==> config.mk <==
export PLATFORM = sky130hd
export DESIGN_NAME = alu_issue_ctrl_flat
export DESIGN_NICKNAME = d
export VERILOG_FILES = /design/src/rtl/alu_issue_ctrl_pkg.sv /design/src/rtl/alu_issue_ctrl_if.sv /design/src/rtl/alu_issue_ctrl.sv /design/src/flat_wrapper.sv
export SDC_FILE = /design/constraint.sdc
export NUM_CORES = 1
export LEC_CHECK = 0
export CAP_MARGIN = 20
export CORE_MARGIN = 4
export CORE_UTILIZATION = 38
export CTS_CLUSTER_DIAMETER = 150
export DETAILED_ROUTE_END_ITERATION = 12
export PLACE_DENSITY_LB_ADDON = 0.15
export SLEW_MARGIN = 25
export SYNTH_ARGS = -nofsm -noshare
export SYNTH_HDL_FRONTEND = slang
export SYNTH_SLANG_ARGS = --single-unit
export TNS_END_PERCENT = 20
==> constraint.sdc <==
create_clock -name clock -period 3.58 [get_ports clock]
set_input_delay 0.537 -clock clock [delete_from_list [all_inputs] [get_ports clock]]
set_output_delay 0.537 -clock clock [all_outputs]
set_load 0.01 [all_outputs]
==> src/rtl/alu_issue_ctrl_pkg.sv <==
// Shared ToyRISC definitions: datapath widths, ALU function encoding
// and the issue controller state type.
package toyrisc_pkg;

    localparam int WIDTH  = 32;
    localparam int DEST_W = 4;

    // func[3] picks the ALU half; func[2:0] picks the op within that half
    localparam int       FUNC_LOGIC_BIT = 3;
    localparam logic [2:0] OP_ADD = 3'd0;
    localparam logic [2:0] OP_SUB = 3'd1;
    localparam logic [2:0] OP_AND = 3'd0;
    localparam logic [2:0] OP_OR  = 3'd1;
    localparam logic [2:0] OP_XOR = 3'd2;

    typedef enum logic [1:0] {
        IDLE,
        EXEC,
        HOLD
    } issue_state_t;

endpackage

==> src/rtl/alu_issue_ctrl_if.sv <==
// Request, ALU-facing and response channels of the ToyRISC issue controller.
interface alu_issue_ctrl_if
    import toyrisc_pkg::*;
#(
    parameter int WIDTH  = toyrisc_pkg::WIDTH,
    parameter int DEST_W = toyrisc_pkg::DEST_W
);
    logic              req_valid;
    logic              req_ready;
    logic [3:0]        req_func;
    logic [WIDTH-1:0]  req_left;
    logic [WIDTH-1:0]  req_right;
    logic [DEST_W-1:0] req_dest;

    logic [WIDTH-1:0]  alu_left;
    logic [WIDTH-1:0]  alu_right;
    logic [3:0]        alu_func;
    logic [WIDTH-1:0]  alu_out;

    logic              rsp_valid;
    logic              rsp_ready;
    logic [WIDTH-1:0]  rsp_data;
    logic [DEST_W-1:0] rsp_dest;
    logic              rsp_zero;
    logic              busy;

    // The issue controller itself
    modport master (
        input  req_valid, req_func, req_left, req_right, req_dest, alu_out, rsp_ready,
        output req_ready, alu_left, alu_right, alu_func,
               rsp_valid, rsp_data, rsp_dest, rsp_zero, busy
    );

    // Decode stage, ALU and writeback around it
    modport slave (
        output req_valid, req_func, req_left, req_right, req_dest, alu_out, rsp_ready,
        input  req_ready, alu_left, alu_right, alu_func,
               rsp_valid, rsp_data, rsp_dest, rsp_zero, busy
    );

endinterface

==> src/rtl/alu_issue_ctrl.sv <==
// Execute-stage issue controller: takes one op, drives the external ALU,
// waits its fixed latency and hands the captured result to writeback.
module alu_issue_ctrl
    import toyrisc_pkg::*;
#(
    parameter int ALU_LATENCY = 1
) (
    input  logic           clock,
    input  logic           reset,
    alu_issue_ctrl_if.master bus
);

    issue_state_t      r_state;
    logic [2:0]        r_cnt;
    logic              r_reqReady;
    logic [WIDTH-1:0]  r_aluLeft;
    logic [WIDTH-1:0]  r_aluRight;
    logic [3:0]        r_aluFunc;
    logic [WIDTH-1:0]  r_rspData;
    logic [DEST_W-1:0] r_rspDest;
    logic              r_rspZero;
    logic              r_rspValid;
    logic              r_busy;

    localparam logic [2:0] LAT_LOAD = 3'(ALU_LATENCY);

    // Only one op is ever in flight, so the destination index can be
    // latched straight into the response register at acceptance.
    always_ff @(posedge clock or posedge reset) begin
        if (reset) begin
            r_state    <= IDLE;
            r_cnt      <= '0;
            r_reqReady <= 1'b0;
            r_aluLeft  <= '0;
            r_aluRight <= '0;
            r_aluFunc  <= '0;
            r_rspData  <= '0;
            r_rspDest  <= '0;
            r_rspZero  <= 1'b0;
            r_rspValid <= 1'b0;
            r_busy     <= 1'b0;
        end else begin
            case (r_state)
                IDLE: begin
                    r_reqReady <= 1'b1;
                    if (bus.req_valid && r_reqReady) begin
                        r_aluLeft  <= bus.req_left;
                        r_aluRight <= bus.req_right;
                        r_aluFunc  <= bus.req_func;
                        r_rspDest  <= bus.req_dest;
                        r_cnt      <= LAT_LOAD;
                        r_reqReady <= 1'b0;
                        r_busy     <= 1'b1;
                        r_state    <= EXEC;
                    end
                end
                EXEC: begin
                    if (r_cnt != 3'd0) begin
                        r_cnt <= r_cnt - 3'd1;
                    end else begin
                        r_rspData  <= bus.alu_out;
                        r_rspZero  <= (bus.alu_out == '0);
                        r_rspValid <= 1'b1;
                        r_state    <= HOLD;
                    end
                end
                HOLD: begin
                    if (bus.rsp_ready) begin
                        r_rspValid <= 1'b0;
                        r_busy     <= 1'b0;
                        r_reqReady <= 1'b1;
                        r_state    <= IDLE;
                    end
                end
                default: begin
                    r_state <= IDLE;
                end
            endcase
        end
    end

    assign bus.req_ready = r_reqReady;
    assign bus.alu_left  = r_aluLeft;
    assign bus.alu_right = r_aluRight;
    assign bus.alu_func  = r_aluFunc;
    assign bus.rsp_valid = r_rspValid;
    assign bus.rsp_data  = r_rspData;
    assign bus.rsp_dest  = r_rspDest;
    assign bus.rsp_zero  = r_rspZero;
    assign bus.busy      = r_busy;

endmodule

==> src/flat_wrapper.sv <==
// flat-port wrapper written by rule: the top's interface ports become plain ports
module alu_issue_ctrl_flat import toyrisc_pkg::*;
#(
    parameter int ALU_LATENCY = 1
)
  (clock, reset, bus_req_valid, bus_req_func, bus_req_left, bus_req_right, bus_req_dest, bus_alu_out, bus_rsp_ready, bus_req_ready, bus_alu_left, bus_alu_right, bus_alu_func, bus_rsp_valid, bus_rsp_data, bus_rsp_dest, bus_rsp_zero, bus_busy);
  alu_issue_ctrl_if bus_i ();
  input  logic clock;
  input  logic reset;
  input wire logic [$bits(bus_i.req_valid)-1:0] bus_req_valid;
  input wire logic [$bits(bus_i.req_func)-1:0] bus_req_func;
  input wire logic [$bits(bus_i.req_left)-1:0] bus_req_left;
  input wire logic [$bits(bus_i.req_right)-1:0] bus_req_right;
  input wire logic [$bits(bus_i.req_dest)-1:0] bus_req_dest;
  input wire logic [$bits(bus_i.alu_out)-1:0] bus_alu_out;
  input wire logic [$bits(bus_i.rsp_ready)-1:0] bus_rsp_ready;
  output wire logic [$bits(bus_i.req_ready)-1:0] bus_req_ready;
  output wire logic [$bits(bus_i.alu_left)-1:0] bus_alu_left;
  output wire logic [$bits(bus_i.alu_right)-1:0] bus_alu_right;
  output wire logic [$bits(bus_i.alu_func)-1:0] bus_alu_func;
  output wire logic [$bits(bus_i.rsp_valid)-1:0] bus_rsp_valid;
  output wire logic [$bits(bus_i.rsp_data)-1:0] bus_rsp_data;
  output wire logic [$bits(bus_i.rsp_dest)-1:0] bus_rsp_dest;
  output wire logic [$bits(bus_i.rsp_zero)-1:0] bus_rsp_zero;
  output wire logic [$bits(bus_i.busy)-1:0] bus_busy;
  assign bus_i.req_valid = bus_req_valid;
  assign bus_i.req_func = bus_req_func;
  assign bus_i.req_left = bus_req_left;
  assign bus_i.req_right = bus_req_right;
  assign bus_i.req_dest = bus_req_dest;
  assign bus_i.alu_out = bus_alu_out;
  assign bus_i.rsp_ready = bus_rsp_ready;
  assign bus_req_ready = bus_i.req_ready;
  assign bus_alu_left = bus_i.alu_left;
  assign bus_alu_right = bus_i.alu_right;
  assign bus_alu_func = bus_i.alu_func;
  assign bus_rsp_valid = bus_i.rsp_valid;
  assign bus_rsp_data = bus_i.rsp_data;
  assign bus_rsp_dest = bus_i.rsp_dest;
  assign bus_rsp_zero = bus_i.rsp_zero;
  assign bus_busy = bus_i.busy;
  alu_issue_ctrl #(.ALU_LATENCY(ALU_LATENCY)) u_core (.clock(clock), .reset(reset), .bus(bus_i));
endmodule
==> flow_summary.yaml, run 1 <==
global_route:
  grt_pass1_vias: 3507
  grtUsageMet2_pct: 25.99
  grt-ovfl-total: 0
  use_met1_pct: 19.23
  grt_max_degree: 44
  antenna_found_initial: 0
  grt_use_total_pct: 16.88
  grt_pass1_wl_um: 18470
  busiest_layer: "met2"
  grt_use_met3_pct: 9.425
sta:
  max_freq_ghz: 0.4829
  hold_viol: 0
  finalMaxSlewViolations: 0
  setup-violations-final: 0
  min_period_ps: 2071
  rsz0062_at_grt: "no"
  final.period_utilization_pct: 57.85
  worst_slack_ps: 1509
  skew_ps: 8.710
  relSlewSlack_pct: 49.80
  tns_ps: 0
  worst_pin_slew_ps: 753.0
die:
  fp.dieH_um: 119.7
  start_util_pct: 39.12
  die_area_um2: 14320
  die_w_um: 119.7
  placementRows: 40
  coreArea_um2: 12110
  pin_count: 216
worst_hold_path:
  hold_path_class: "reg -> reg"
  whs_path_depth: 1
  min_to: "u_core.r_cnt[2]$_DFFE_PP0P_"
  min_from: "u_core.r_cnt[2]$_DFFE_PP0P_"
setup_path:
  max_stage_delay_ps: 640
  crit_fanout: 42
  cp_cell_sequence: "nor4bb_4, buf_4, mux2_2"
  crit_arrival_ps: 2360
  rr_worst_depth: 3
  r2r-start: "u_core.r_state[0]$_DFFE_PP0P_"
  rrSetupSlack_ps: 1510
  crit_slowest_cell: "buf_4"
  crit_type: "reg -> reg"
  critPathCaptureType: "register"
  critPathLaunchType: "register"
  rr_endpoint: "u_core.bus.alu_right[10]$_DFFE_PP0P_"
  required_ps: 3870
pwr:
  finalPower_mw: 7.193
  vdd_drop_max_uv: 483.5
  power.leakage_nw: 3.269
  power.density_nw_per_um2: 952.7
flow_run:
  max_cap_viol_count: 0
place:
  pre_cts_ws_ps: 1128
  dp.cells: 647
  place_hpwl_um: 8305
  io_buffers: 215
  place.gp.congestion: 0.7316
final_layout:
  multiInputGateArea_um2: 1690
  final_nets: 608
  fill_cells: 962
  n_antenna_cell: 0
  seq_area_um2: 2828
  final_layout_size_suffix_gt1_share_pct: 27.45
  layout.cells.non_filler: 678
  syn_to_final_growth_pct: 59.33
yosys:
  synth.distinct_cells: 24
  netlist_instances: 272
  syn_avg_cell_area_um2: 17.42
  synth_seq_cells: 113
  synth_area_um2: 4738
  ys_warn_count: 0
  synth_nets: 382
  ys_seq_area_share_pct: 59.68
clock_tree:
  cts_made_buffers: 17
  cts_resized: 0
  cts_tree: "yes"
  cts_max_path_buffers: 2
  htree_levels: 4
  hold_buffers: 0
  clock_sinks: 113
  cts_setup_buffers: 0
  clk_pin_slew_worst_paths_ps: 50
  cts_root_buf: "clkbuf_16"
  insertion_delay_ps: 410
detailed_routing:
  wl_um: 11530
  drc: 0
  wl_per_cell_um: 17.01
  drtIter0Drc: 138
  ant_nets: 0
  drt_pass1_iterations: 4
  post_drt_via_cell_ratio: 4.556
  num_vias: 3089
status:
  status: "completed"
-- routing by layer --
| layer | part of all wire (%) | up-vias |
|---|---|---|
| li1 | - | 1417 |
| met1 | 41 | 1513 |
| met2 | 47 | 147 |
| met3 | 11 | 12 |
| met4 | 1.3 | 0 |
| met5 | 0 | - |
-- how the worst max path moves through the flow --
stage	from	to	slack, ps	cells after the start
2_1_floorplan	reset	u_core.bus.alu_func[0]$_DFFE_PP0P_	60	1
3_3_place_gp	bus_req_valid	u_core.bus.alu_right[11]$_DFFE_PP0P_	1160	4
3_5_place_dp	bus_req_valid	u_core.bus.alu_right[10]$_DFFE_PP0P_	1130	4
4_1_cts	u_core.r_state[0]$_DFFE_PP0P_	u_core.bus.alu_right[10]$_DFFE_PP0P_	1490	3
5_1_grt	u_core.r_state[0]$_DFFE_PP0P_	u_core.bus.alu_right[11]$_DFFE_PP0P_	1370	3
6_report	u_core.r_state[0]$_DFFE_PP0P_	u_core.bus.alu_right[10]$_DFFE_PP0P_	1510	3
-- stage by stage --
stage / util, % / hold slack [ps] / instance area [um^2]
3_3_place_gp: 57.36 / 461.5 / 6947
3_5_place_dp: 57.36 / 466.5 / 6947
5_1_grt: 62.33 / 501.8 / 7550
6_report: 62.33 / 475.8 / 7550
4_1_cts: 62.33 / 477.4 / 7550
2_1_floorplan: - / 449.8 / 4738
-- where the power goes --
group	internal [mW]	total (mW)	switching [mW]
registers	1.94	2.32	0.379
clock network	1.15	1.69	0.539
logic	2.10	3.19	1.08
total	5.19	7.19	2.00
-- synthesized netlist by cell type --
| library cell | n | share of area [%] |
|---|---|---|
| nor2_1 | 3 | 0.24 |
| a21oi_1 | 4 | 0.42 |
| nor4b_1 | 2 | 0.37 |
| buf_4 | 1 | 0.16 |
| nor4bb_4 | 1 | 0.53 |
| buf_2 | 3 | 0.32 |
| and4_1 | 1 | 0.18 |
| buf_6 | 1 | 0.24 |
| ha_1 | 2 | 0.53 |
| nand2_1 | 3 | 0.24 |
| a21o_1 | 2 | 0.32 |
| nand3_1 | 1 | 0.11 |
| inv_1 | 7 | 0.55 |
| nor4_1 | 8 | 1.1 |
| mux2_4 | 70 | 22 |
| nand4_1 | 2 | 0.26 |
| nor3b_1 | 1 | 0.16 |
| buf_12 | 8 | 3.4 |
| nand3b_4 | 1 | 0.42 |
| o31ai_1 | 2 | 0.32 |
| o21ai_0 | 1 | 0.11 |
| mux2_2 | 34 | 8.1 |
| o21a_1 | 1 | 0.16 |
| dfrtp_1 | 113 | 60 |
-- layout make-up --
class | instances | area share, %
clock buffers | 27 | 7.060
clock inverters | 4 | 0.9281
inverters | 7 | 0.3812
multi-input cells | 139 | 22.39
flip-flops and latches | 113 | 37.45
well taps | 168 | 2.784
repair buffers | 220 | 29.00
-- flip-flops by register name, indices dropped and copies added (netlist names), 2 cells and up --
name / cells
u_core.bus.alu_func: 4
u_core.r_state: 2
u_core.bus.alu_left: 32
u_core.bus.rsp_dest: 4
u_core.r_cnt: 3
u_core.bus.alu_right: 32
u_core.bus.rsp_data: 32
-- critical path: cells and delay by family (launching register included) --
family / cells / cell delay, ps
buffers and inverters: 1 / 640
DFF: 1 / 520
muxes: 1 / 410
and+or+nand+nor: 1 / 350
-- logic make-up after synthesis --
kind of cell               synth area share [%]
and+or+nand+nor                           3.565
AOI/OAI and AO/OA                         1.320
buffers and inverters                     4.647
adders and majority gates                0.5280
DFF                                       59.68
muxes                                     30.26
-- placed cells by master, fill, tap and decap left out --
master and instances:
ha_1 2, nor4bb_4 1, nor4_1 8, clkbuf_16 17, nand4_1 2, nor3b_1 1, nor2_1 3, dfrtp_1 113
and4_1 1, mux2_2 34, clkbuf_1 3, clkbuf_8 7, nand3_1 1, buf_4 5, o21ai_0 1, clkinv_2 2
nor4b_1 2, inv_4 1, a21oi_1 4, bufinv_16 2, mux2_4 70, nand3b_4 1, inv_1 6, nand2_1 3
o31ai_1 2, a21o_1 2, clkdlybuf4s50_1 215, o21a_1 1
Power figures use the tool's default switching activity.
==> inputs of run 2 (changes only) <==
--- a/config.mk
+++ b/config.mk
@@ -7,7 +7,7 @@
 export LEC_CHECK = 0
 export CAP_MARGIN = 20
 export CORE_MARGIN = 4
-export CORE_UTILIZATION = 38
+export CORE_UTILIZATION = 42
 export CTS_CLUSTER_DIAMETER = 150
 export DETAILED_ROUTE_END_ITERATION = 12
 export PLACE_DENSITY_LB_ADDON = 0.15
==> constraint.sdc (replaced) <==
create_clock -name clock -period 2.2 [get_ports clock]
set_input_delay 0.33 -clock clock [delete_from_list [all_inputs] [get_ports clock]]
set_output_delay 0.33 -clock clock [all_outputs]
set_load 0.01 [all_outputs]
==> run 2 against run 1 <==
Non-clock buffer count rose by 6. Clock power rose by 67%. Maximum frequency rose by 15%. Worst hold slack got worse by 81 ps. Final cell count fell by 3.1%. Cell area rose by 1.2%. Clock-buffer cell count fell by 4. Critical path type unchanged.
==> flow_summary.yaml, run 2 (same netlist as run 1, synthesis figures left out) <==
global_route:
  grt_max_degree: 89
  antenna_found_initial: 0
  grt_use_met3_pct: 7.241
  grt_pass1_vias: 3436
  busiest_layer: "met2"
  grtUsageMet2_pct: 31.30
  grt_use_total_pct: 18.42
  use_met1_pct: 21.52
  grt_pass1_wl_um: 18290
  grt-ovfl-total: 0
sta:
  rsz0062_at_grt: "no"
  skew_ps: 11.33
  min_period_ps: 1802
  max_freq_ghz: 0.5551
  worst_slack_ps: 398.5
  hold_viol: 0
  tns_ps: 0
  finalMaxSlewViolations: 0
  worst_pin_slew_ps: 461.4
  relSlewSlack_pct: 69.24
  final.period_utilization_pct: 81.89
  setup-violations-final: 0
status:
  status: "completed"
setup_path:
  critPathCaptureType: "register"
  critical_path.top_delay_family: "flip-flops"
  max_stage_delay_ps: 490
  r2r-start: "u_core.r_state[1]$_DFFE_PP0P_"
  required_ps: 2480
  crit_slowest_cell: "dfrtp_1"
  rrSetupSlack_ps: 400
  cp_common_cell: "buf_12"
  crit_buf_inv: 2
  crit_type: "reg -> reg"
  crit_arrival_ps: 2080
  rr_endpoint: "u_core.bus.alu_right[13]$_DFFE_PP0P_"
  crit_fanout: 24
  critPathLaunchType: "register"
  rr_worst_depth: 4
  cp_cell_sequence: "nor4bb_4, buf_12, buf_12, mux2_4"
clock_tree:
  hold_buffers: 0
  insertion_delay_ps: 400
  cts_resized: 0
  htree_levels: 4
  clk_pin_slew_worst_paths_ps: 50
  cts_tree: "yes"
  cts_made_buffers: 17
  cts_max_path_buffers: 2
  cts_setup_buffers: 0
  clock_sinks: 113
  cts_root_buf: "clkbuf_16"
pwr:
  power.leakage_nw: 3.316
  vdd_drop_max_uv: 854.8
  p_clk_share_pct: 23.6
  swShare_pct: 28.23
  p_int_mw: 8.580
  p_sw_mw: 3.375
  combPwrFrac_pct: 45.0
  power.density_nw_per_um2: 1565
  seq_power_share_pct: 31.5
final_layout:
  final_core_util_pct: 69.84
  seq_area_um2: 2828
  multiInputGateArea_um2: 1690
  fill_cells: 785
  final_cell_mix: "clkdlybuf4s50_1, dfrtp_1, mux2_4"
  syn_to_final_growth_pct: 61.18
  n_antenna_cell: 0
  final_common_cell: "clkdlybuf4s50_1"
  fin_area_um2: 7637
  final_layout_size_suffix_gt1_share_pct: 28.63
  final_nets: 614
die:
  pin_count: 216
  fp.dieH_um: 114.2
  die_area_um2: 13050
  die_w_um: 114.2
  placementRows: 38
  coreArea_um2: 10940
  start_util_pct: 43.33
place:
  io_buffers: 215
  place_hpwl_um: 8783
  place.gp.congestion: 0.7933
  pre_cts_ws_ps: 151.1
  placed_cell_area_um2: 7020
worst_hold_path:
  hold_path_class: "in -> async"
detailed_routing:
  ant_nets: 0
  drt_pass1_iterations: 4
  wl_um: 11900
  drtIter0Drc: 106
  wl_per_cell_um: 18.12
  num_vias: 3116
  post_drt_via_cell_ratio: 4.743
  drc: 0
flow_run:
  max_cap_viol_count: 0
-- run 2: cell count changes in the layout (fill, tap and decap cells not counted) --
cell	previous run	this run
clkinvlp_4	0	3
clkbuf_1	3	2
clkinv_4	0	1
inv_4	1	0
buf_12	0	5
clkinv_2	2	3
clkbuf_8	7	4
buf_4	5	6
bufinv_16	2	3
-- run 2: cell type report --
type / count / share of cell area [%]
inverters: 7 / 0.3932
well taps: 140 / 2.294
clock inverters: 9 / 1.687
clock buffers: 23 / 6.389
repair buffers: 226 / 30.08
flip-flops and latches: 113 / 37.02
multi-input cells: 139 / 22.13
-- run 2: how the worst max path moves through the flow --
stage                                  start                                    to  slack (ps)  cells past startpoint
2_1_floorplan                          reset    u_core.bus.alu_func[0]$_DFFE_PP0P_         500                      1
3_3_place_gp                   bus_req_valid    u_core.bus.alu_left[8]$_DFFE_PP0P_         200                      5
3_5_place_dp                   bus_req_valid   u_core.bus.alu_left[10]$_DFFE_PP0P_         150                      5
4_1_cts        u_core.r_state[1]$_DFFE_PP0P_   u_core.bus.alu_left[10]$_DFFE_PP0P_         380                      4
5_1_grt        u_core.r_state[1]$_DFFE_PP0P_    u_core.bus.alu_func[1]$_DFFE_PP0P_         290                      4
6_report       u_core.r_state[1]$_DFFE_PP0P_  u_core.bus.alu_right[13]$_DFFE_PP0P_         400                      4
-- run 2: worst reg2reg max path: stages (launching register included) --
cell and delay [ps]:
dfrtp_1 490, nor4bb_4 390, buf_12 260, buf_12 220, mux2_4 320
-- run 2: power by group through the flow --
stage / Sequential, mW / Combinational [mW] / Clock (mW)
after floorplan: 4.19 / 2.38 / 0
after global placement: 3.74 / 5.31 / 0
after detailed placement: 3.78 / 5.42 / 0
after CTS: 3.78 / 5.46 / 2.87
after global routing: 3.90 / 5.67 / 2.98
final: 3.76 / 5.38 / 2.82
-- run 2: per-layer routing --
metal / up-vias / routed length (um)
met5: - / 0
met4: 0 / 77
met3: 6 / 858
met2: 123 / 6200
li1: 1439 / -
met1: 1548 / 4767
-- run 2: per-stage QoR --
| step | instances | hold slack, ps | power, mW |
|---|---|---|---|
| after floorplan | 272 | 416.3 | 6.566 |
| after global placement | 625 | 461.7 | 9.054 |
| after detailed placement | 625 | 466.0 | 9.198 |
| after CTS | 657 | 394.9 | 12.11 |
| after global routing | 657 | 421.9 | 12.54 |
| final | 657 | 394.6 | 11.95 |
